File: src/rtl/mdu_pkg.sv
// Shared definitions for the HI/LO multiply/divide unit: op encodings,
// FSM state encodings and the default post-reset settle length.
package mdu_pkg;

    localparam int MDU_SETTLE_DEFAULT = 68;
    localparam int MDU_DIV_BITS       = 32;

    localparam logic [2:0] MDU_OP_NONE  = 3'd0;
    localparam logic [2:0] MDU_OP_MULT  = 3'd1;
    localparam logic [2:0] MDU_OP_MULTU = 3'd2;
    localparam logic [2:0] MDU_OP_DIV   = 3'd3;
    localparam logic [2:0] MDU_OP_DIVU  = 3'd4;
    localparam logic [2:0] MDU_OP_MTHI  = 3'd5;
    localparam logic [2:0] MDU_OP_MTLO  = 3'd6;
    localparam logic [2:0] MDU_OP_RSVD  = 3'd7;

    typedef enum logic [2:0] {
        ST_SETTLE,
        ST_IDLE,
        ST_MUL,
        ST_DIV_START,
        ST_DIV_WAIT,
        ST_DIV_DRAIN
    } mdu_state_e;

    typedef enum logic [1:0] {
        DV_IDLE,
        DV_SHIFT,
        DV_SUB,
        DV_FIN
    } div_state_e;

endpackage

File: src/rtl/hilo_muldiv_divider.sv
// Iterative restoring divider (module divider). Samples start in idle,
// then spends two cycles per quotient bit (shift, subtract) and asserts
// done for one cycle in the finish state. Has no reset: the owner must
// let an interrupted divide run to completion and ignore its done.
module divider
    import mdu_pkg::*;
(
    input  logic        clk,
    input  logic        start,
    input  logic        signed_div,
    input  logic [31:0] dividend,
    input  logic [31:0] divisor,
    output logic        done,
    output logic [31:0] quotient,
    output logic [31:0] remainder
);

    div_state_e  state_q, state_d;
    logic [32:0] rem_q, rem_d;
    logic [31:0] quo_q, quo_d;
    logic [31:0] dsr_q, dsr_d;
    logic [4:0]  cnt_q, cnt_d;
    logic        neg_quo_q, neg_quo_d;
    logic        neg_rem_q, neg_rem_d;

    // Datapath registers; no reset on purpose.
    always_ff @(posedge clk) begin
        state_q   <= state_d;
        rem_q     <= rem_d;
        quo_q     <= quo_d;
        dsr_q     <= dsr_d;
        cnt_q     <= cnt_d;
        neg_quo_q <= neg_quo_d;
        neg_rem_q <= neg_rem_d;
    end

    // Next-state logic: magnitude division, signs applied on output.
    always_comb begin
        state_d   = state_q;
        rem_d     = rem_q;
        quo_d     = quo_q;
        dsr_d     = dsr_q;
        cnt_d     = cnt_q;
        neg_quo_d = neg_quo_q;
        neg_rem_d = neg_rem_q;
        case (state_q)
            DV_IDLE: begin
                if (start) begin
                    quo_d     = (signed_div && dividend[31]) ? -dividend : dividend;
                    dsr_d     = (signed_div && divisor[31])  ? -divisor  : divisor;
                    rem_d     = '0;
                    cnt_d     = '0;
                    neg_quo_d = signed_div && (dividend[31] ^ divisor[31]);
                    neg_rem_d = signed_div && dividend[31];
                    state_d   = DV_SHIFT;
                end
            end
            DV_SHIFT: begin
                rem_d   = {rem_q[31:0], quo_q[31]};
                quo_d   = {quo_q[30:0], 1'b0};
                state_d = DV_SUB;
            end
            DV_SUB: begin
                if (rem_q >= {1'b0, dsr_q}) begin
                    rem_d    = rem_q - {1'b0, dsr_q};
                    quo_d[0] = 1'b1;
                end
                if (cnt_q == 5'(MDU_DIV_BITS - 1)) begin
                    state_d = DV_FIN;
                end else begin
                    cnt_d   = cnt_q + 5'd1;
                    state_d = DV_SHIFT;
                end
            end
            DV_FIN: begin
                state_d = DV_IDLE;
            end
            default: begin
                state_d = DV_IDLE;
            end
        endcase
    end

    assign done      = (state_q == DV_FIN);
    assign quotient  = neg_quo_q ? -quo_q : quo_q;
    assign remainder = neg_rem_q ? -rem_q[31:0] : rem_q[31:0];

endmodule

File: src/rtl/hilo_muldiv.sv
// HI/LO register file plus multiply/divide sequencing for the EX stage.
// Optional feature macro: HILO_FWD_EN (forward MTHI/MTLO being accepted
// combinationally onto hi/lo).
module hilo_muldiv
    import mdu_pkg::*;
#(
    parameter int SETTLE_CYCLES = MDU_SETTLE_DEFAULT
)
(
    input  logic        clk,
    input  logic        resetn,
    input  logic        op_valid,
    input  logic [2:0]  op,
    input  logic [31:0] rs_val,
    input  logic [31:0] rt_val,
    input  logic        flush,
    output logic        busy,
    output logic [31:0] hi,
    output logic [31:0] lo
);

    localparam int CNT_W = $clog2(SETTLE_CYCLES) + 1;

    mdu_state_e       state_q, state_d;
    logic [31:0]      hi_q, hi_d;
    logic [31:0]      lo_q, lo_d;
    logic [31:0]      opa_q, opa_d;
    logic [31:0]      opb_q, opb_d;
    logic             sgn_q, sgn_d;
    logic [CNT_W-1:0] settle_cnt_q, settle_cnt_d;

    logic        accept;
    logic        div_start;
    logic        div_done;
    logic [31:0] div_quo;
    logic [31:0] div_rem;
    logic [63:0] mul_a, mul_b, mul_prod;

    // Low 64 bits of the 33x33 product equal a 64x64 product of the
    // operands extended (sign or zero) to 64 bits.
    assign mul_a    = {{32{sgn_q & opa_q[31]}}, opa_q};
    assign mul_b    = {{32{sgn_q & opb_q[31]}}, opb_q};
    assign mul_prod = mul_a * mul_b;

    assign accept    = op_valid && !flush;
    assign busy      = (state_q != ST_IDLE);
    assign div_start = (state_q == ST_DIV_START);

    divider u_divider (
        .clk        (clk),
        .start      (div_start),
        .signed_div (sgn_q),
        .dividend   (opa_q),
        .divisor    (opb_q),
        .done       (div_done),
        .quotient   (div_quo),
        .remainder  (div_rem)
    );

    // State, architectural HI/LO and operand latches.
    always_ff @(posedge clk or negedge resetn) begin
        if (!resetn) begin
            state_q      <= ST_SETTLE;
            hi_q         <= '0;
            lo_q         <= '0;
            opa_q        <= '0;
            opb_q        <= '0;
            sgn_q        <= 1'b0;
            settle_cnt_q <= '0;
        end else begin
            state_q      <= state_d;
            hi_q         <= hi_d;
            lo_q         <= lo_d;
            opa_q        <= opa_d;
            opb_q        <= opb_d;
            sgn_q        <= sgn_d;
            settle_cnt_q <= settle_cnt_d;
        end
    end

    // Sequencing: accept ops in IDLE, commit results unless flushed.
    always_comb begin
        state_d      = state_q;
        hi_d         = hi_q;
        lo_d         = lo_q;
        opa_d        = opa_q;
        opb_d        = opb_q;
        sgn_d        = sgn_q;
        settle_cnt_d = settle_cnt_q;
        case (state_q)
            ST_SETTLE: begin
                settle_cnt_d = settle_cnt_q + 1'b1;
                if (settle_cnt_q == CNT_W'(SETTLE_CYCLES - 1)) begin
                    state_d = ST_IDLE;
                end
            end
            ST_IDLE: begin
                if (accept) begin
                    case (op)
                        MDU_OP_MTHI: hi_d = rs_val;
                        MDU_OP_MTLO: lo_d = rs_val;
                        MDU_OP_MULT, MDU_OP_MULTU: begin
                            opa_d   = rs_val;
                            opb_d   = rt_val;
                            sgn_d   = (op == MDU_OP_MULT);
                            state_d = ST_MUL;
                        end
                        MDU_OP_DIV, MDU_OP_DIVU: begin
                            opa_d   = rs_val;
                            opb_d   = rt_val;
                            sgn_d   = (op == MDU_OP_DIV);
                            state_d = ST_DIV_START;
                        end
                        default: ;
                    endcase
                end
            end
            ST_MUL: begin
                if (!flush) begin
                    {hi_d, lo_d} = mul_prod;
                end
                state_d = ST_IDLE;
            end
            ST_DIV_START: begin
                state_d = flush ? ST_DIV_DRAIN : ST_DIV_WAIT;
            end
            ST_DIV_WAIT: begin
                if (div_done) begin
                    if (!flush) begin
                        hi_d = div_rem;
                        lo_d = div_quo;
                    end
                    state_d = ST_IDLE;
                end else if (flush) begin
                    state_d = ST_DIV_DRAIN;
                end
            end
            ST_DIV_DRAIN: begin
                if (div_done) begin
                    state_d = ST_IDLE;
                end
            end
            default: begin
                state_d = ST_SETTLE;
            end
        endcase
    end

`ifdef HILO_FWD_EN
    logic fwd_ok;
    assign fwd_ok = (state_q == ST_IDLE) && accept;
    assign hi = (fwd_ok && op == MDU_OP_MTHI) ? rs_val : hi_q;
    assign lo = (fwd_ok && op == MDU_OP_MTLO) ? rs_val : lo_q;
`else
    assign hi = hi_q;
    assign lo = lo_q;
`endif

endmodule

File: config.mk
export PLATFORM = sky130hd
export DESIGN_NAME = hilo_muldiv
export DESIGN_NICKNAME = d
export VERILOG_FILES = /design/src/rtl/mdu_pkg.sv /design/src/rtl/hilo_muldiv_divider.sv /design/src/rtl/hilo_muldiv.sv
export SDC_FILE = /design/constraint.sdc
export NUM_CORES = 2
export LEC_CHECK = 0
export CAP_MARGIN = 20
export CORE_ASPECT_RATIO = 1.25
export CORE_UTILIZATION = 35
export CTS_CLUSTER_SIZE = 20
export DETAILED_ROUTE_END_ITERATION = 7
export DONT_BUFFER_PORTS = 1
export GPL_TIMING_DRIVEN = 0
export PLACE_DENSITY = 0.6
export SLEW_MARGIN = 20
export SYNTH_ARGS = -nofsm -noshare
export SYNTH_HDL_FRONTEND = slang
export SYNTH_SLANG_ARGS = --single-unit
File: constraint.sdc
create_clock -name clk -period 11.17 [get_ports clk]
set_input_delay 2.234 -clock clk [delete_from_list [all_inputs] [get_ports clk]]
set_output_delay 2.234 -clock clk [all_outputs]
set_load 0.01 [all_outputs]
# Yosys cells after proc, flatten, opt, wreduce, memory -nomap -nowiden
# Index checks and enable logic that the tools add are counted.
# op_classes
n_eq_ne,30
n_bitwise,3
n_mux,38
n_addsub,7
multipliers,1
n_reduce_logical,24
magnitude_cmp,1
# ops
op,n
32-bit 2-to-1 mux,15
32-bit one-hot mux with 3 select lines,2
32-bit negation,4
33-bit one-hot mux with 3 select lines,1
33-bit 2-to-1 mux,2
33-bit by 33-bit multiplier with 64-bit output,1
31-bit one-hot mux with 2 select lines,1
33-bit by 32-bit >= comparator with 1-bit output,1
33-bit by 32-bit subtractor with 33-bit output,1
3-bit one-hot mux with 6 select lines,1
"2-bit != test, second input constant",8
"3-bit == test, second input constant",5
3-bit 2-to-1 mux,5
"3-bit by 2-bit == test with 1-bit output, second input constant",4
3-bit AND reduction,4
6-bit AND reduction,2
5-bit 2-to-1 mux,2
5-bit one-hot mux with 2 select lines,1
"8-bit by 1-bit adder with 8-bit output, second input constant",1
"8-bit by 7-bit == test with 1-bit output, second input constant",1
2-bit one-hot mux with 4 select lines,1
"3-bit by 1-bit == test with 1-bit output, second input constant",2
"2-bit by 1-bit != test with 1-bit output, second input constant",3
"3-bit != test, second input constant",2
22 further kinds,34
# totals
output_inout_bits,65
elab_cells,119
reg_bits,246

# Logic depth before layout (Yosys ltp)
# depth
ltp_word,5
mapped_depth,32
mapped_depth_nobuf,29

# Modules after synthesis
# Synthesis repeated with hierarchy kept, for this count alone.
# hier_totals
hier_cells,5894
area_unflattened_um2,52890.7
# by_module_without_submodules
mod,instances,area_per_inst_um2,cells_each
hilo_muldiv,1,44427.6,4942
divider,1,8463.1,952

# Worst setup path after synthesis
# OpenSTA, ideal clock, no wires.
# synth_path
path_type,reg2reg
from,register opa_q[31]
to,register hi_q[29] (netlist: hi[29])
setup_time_ns,0.129
t_arrival_ns,7.858
n_path_buf,3
path_slack_ns,3.183
stages_incl_launch_ff,33
path_cell_list,dfrtp_1 nand2_1 inv_1 buf_1 clkbuf_1 nand2_1 inv_1 fa_1 inv_1 fa_1 inv_1 fa_1 fa_1 inv_1 fa_1 inv_1 fa_1 inv_1 fa_1 fa_1 inv_1 ha_1 clkbuf_1 o21ai_0 nand2b_1 a21oi_1 nor2b_1 o21ai_0 o31a_1 o21ai_1 o31ai_1 mux2i_1 o21ai_0
# synth_between
elab_chain_len,4
# synth_rtl
element,line_no,text
"start, declared",hilo_muldiv.sv:27,"logic [31:0] opa_q, opa_d;"
"start signal, assigned",hilo_muldiv.sv:74,opa_q <= opa_d;
1-bit bitwise AND,hilo_muldiv.sv:41,"assign mul_a = {{32{sgn_q & opa_q[31]}}, opa_q};"
named net mul_a[32],hilo_muldiv.sv:37,"logic [63:0] mul_a, mul_b, mul_prod;"
33-bit by 33-bit multiplier with 64-bit output,hilo_muldiv.sv:43,assign mul_prod = mul_a * mul_b;
32-bit 2-to-1 mux,hilo_muldiv.sv:119,if (!flush) begin
32-bit one-hot mux with 3 select lines,hilo_muldiv.sv:90,case (state_q)
"end signal, assigned",hilo_muldiv.sv:72,hi_q <= hi_d;
"end, declared",hilo_muldiv.sv:25,"logic [31:0] hi_q, hi_d;"
# The timed path passes the listed nets, and every way through them passes these cells. The select of a mux whose other input is x is not followed.
# A chain may end at the register's enable or synchronous reset.

# Final worst setup path
# layout_path
from,register opb_q[3]
to,register hi_q[31] (netlist: hi[31])
# layout_between
elab_chain_len,3
# layout_rtl
element,line_no,text
"start, declared",hilo_muldiv.sv:28,"logic [31:0] opb_q, opb_d;"
"start signal, assigned",hilo_muldiv.sv:75,opb_q <= opb_d;
33-bit by 33-bit multiplier with 64-bit output,hilo_muldiv.sv:43,
32-bit 2-to-1 mux,hilo_muldiv.sv:119,
32-bit one-hot mux with 3 select lines,hilo_muldiv.sv:90,
# No other way between the ends. The select of a mux whose other input is x is not followed.

==> results.json <==
{
  "clock_latency_ns": 0.58,
  "synth_edf_count": 106,
  "post_cts_buffers": 0,
  "fp.dieH_um": 435,
  "area.growth.synth_to_final_pct": 6.64,
  "root_buffer": "clkbuf_16",
  "synth-seq-area-share_pct": 12.8,
  "drt_drc_violations_left": 0,
  "cts_tree": "yes",
  "io_pins": 136,
  "synth_area_mm2": 0.0524,
  "start_util_pct": 35.3,
  "fin_tns_setup_ns": 0,
  "finalHoldViolations": 0,
  "grt_use_total_pct": 27.5,
  "max_stage_delay_ns": 0.91,
  "synth_common_cells": "inv_1, fa_1, nand2_1",
  "yosysWarnings": 0,
  "outcome": "completed",
  "drtIter0Drc": 3645,
  "clockBufferDepth": 3,
  "syn_area_per_cell_um2": 9.19,
  "worstPathRequired_ns": 11.65,
  "tightestPinTransition_ns": 1.29,
  "wl_per_cell_um": 26.7,
  "antenna_found_initial": 11,
  "multi_input_area_mm2": 0.0400,
  "crit_buf_inv": 8,
  "finalWirelength_mm": 207,
  "grt_overflow": 0,
  "fp.coreArea_mm2": 0.148,
  "vias_per_cell": 5.28,
  "critPathLaunchType": "flip-flop",
  "clkTransAtPathRegs_ns": 0.06,
  "place_congestion": 1.00,
  "grt_pass1_wl_mm": 299,
  "worstPathArrival_ns": 11.36,
  "synth_cell_types": 71,
  "period_needed_ns": 10.87,
  "die_w_um": 348,
  "via_count": 41000,
  "fmax_ghz": 0.0920,
  "hold_class": "reg2reg",
  "syn_inst": 5703,
  "post_cts_resized": 0,
  "clock_skew_ns": 0.0225,
  "fin_crit_sh_pct": 97.4,
  "portBuffers": 0,
  "clock_sinks": 246,
  "htree_levels": 1,
  "layout-drive-gt1-share_pct": 2.55,
  "synth_top_area_share_pct": 43.0,
  "synthTopCellsByArea": "fa_1, inv_1, dfrtp_1",
  "cpLargestDelayFamily": "adder cells",
  "ant_nets": 0,
  "max_slew_margin_pct": 13.9,
  "yosysTopAreaCell": "fa_1",
  "yosys.cell_count.top_type": "inv_1",
  "regArea_mm2": 0.00669,
  "hold_buffers": 0,
  "end_kind": "flip-flop",
  "synth_ff_type": "dfrtp_1",
  "fillers": 15200,
  "cts_buffers": 27,
  "grt_pass1_vias": 43300,
  "cap_viol_max_count": 0,
  "rsz0062_at_grt": "no",
  "synth_nets": 7157,
  "path_max_fanout": 10,
  "grt_max_degree": 141,
  "dr.pass1.iters": 6,
  "path_class": "reg2reg",
  "asyncSetResetFlopFracSynth_pct": 56.9,
  "rows": 158,
  "critPathMostFrequentCell": "fa_1",
  "fin_nets": 7189,
  "dp_hpwl_mm": 177,
  "finalMaxSlewViolations": 0,
  "slowest_stage": "a211oi_1",
  "die-area_mm2": 0.151,
  "synth_seq_cells": 246,
  "setup_viol": 0
}
## path summary, 6_finish.rpt
| kind | startpoint | endpoint | slack [ns] | cells after the start |
|---|---|---|---|---|
| min in group asynchronous | resetn | opb_q[28]$_DFFE_PN0P_ | 1.37 | 0 |
| worst max register to register | opb_q[3]$_DFFE_PN0P_ | hi[31]$_DFFE_PN0P_ | 0.30 | 28 |
| worst max-delay path | opb_q[3]$_DFFE_PN0P_ | hi[31]$_DFFE_PN0P_ | 0.30 | 28 |
| worst min register to register | settle_cnt_q[7]$_DFFE_PN0P_ | settle_cnt_q[7]$_DFFE_PN0P_ | 0.48 | 1 |
| max in group asynchronous | resetn | lo[11]$_DFFE_PN0P_ | 9.47 | 0 |
| worst min-delay path | settle_cnt_q[7]$_DFFE_PN0P_ | settle_cnt_q[7]$_DFFE_PN0P_ | 0.48 | 1 |
## through the flow
| stage | instances | area, µm² | util [%] | hold slack (ns) | setup WS, ns |
|---|---|---|---|---|---|
| 2_1_floorplan | 5703 | 52400 | - | 0.446 | 3.18 |
| 3_3_place_gp | 7703 | 54900 | 37.0 | 0.463 | 0.0388 |
| 3_5_place_dp | 7707 | 55000 | 37.1 | 0.473 | 0.0840 |
| 4_1_cts | 7756 | 55900 | 37.6 | 0.483 | 0.0250 |
| 5_1_grt | 7755 | 55900 | 37.6 | 0.510 | 0.0879 |
| 6_report | 7761 | 55900 | 37.6 | 0.482 | 0.296 |
## registers in the layout, indices dropped and copies added, names as in the netlist
name,cells
opb_q,32
u_divider.rem_q,33
sgn_q,1
u_divider.cnt_q,5
u_divider.neg_quo_q,1
state_q,3
lo,32
hi,32
u_divider.state_q,2
opa_q,32
u_divider.neg_rem_q,1
u_divider.quo_q,32
settle_cnt_q,8
u_divider.dsr_q,32
## layout by cell type (no fill, tap or decap), types with 29 or more instances in the layout
master    count
buf_1        61
clkbuf_1    270
inv_1      1187
and3_1       29
xor2_1      106
nand2_1     894
edfxtp_1    106
a21o_1       52
dfrtp_1     140
ha_1        257
fa_1       1125
and2_1      365
a21oi_1     139
xnor2_1     121
mux2_2       58
o21ai_0     206
nor2_1      154
nor3_1       35
a221oi_1     43
## layer usage
layer | vias to the layer above | routed length [µm] | global-route usage (%) | share of wire (%)
met1 | 21300 | 75000 | 32.0 | 36
met2 | 1880 | 98700 | 46.7 | 48
met4 | 6 | 18200 | 19.3 | 8.8
met3 | 508 | 15000 | 3.94 | 7.2
li1 | 17300 | - | - | -
met5 | - | 32 | 0 | 0.015
## area by class of cell
cell class / count / area share (%)
multi-input combinational: 3923 / 71.6
sequential: 246 / 12.0
inverter: 1188 / 7.98
tap: 2000 / 4.48
buffer: 345 / 2.37
clock buffer: 39 / 1.34
clock inverter: 10 / 0.150
timing repair buffer: 4 / 0.123
antenna: 6 / 0.0269
## cell families (layout without fill, tap and decap cells)
| kind of cell | Yosys count | count (layout) | synth area share (%) |
|---|---|---|---|
| AOI/OAI and AO/OA | 610 | 610 | 7.35 |
| xor gates and xnor gates | 227 | 227 | 3.79 |
| adders and majority gates | 1383 | 1383 | 49.2 |
| buffers and inverters | 1534 | 1586 | 11.0 |
| DFF | 246 | 246 | 12.8 |
| muxes | 64 | 64 | 1.36 |
| other | 0 | 6 | 0 |
| and+or+nand+nor | 1639 | 1639 | 14.6 |
Power is not shown: default switching activity piles up to over one toggle a cycle in this logic, so the estimate is an artifact.
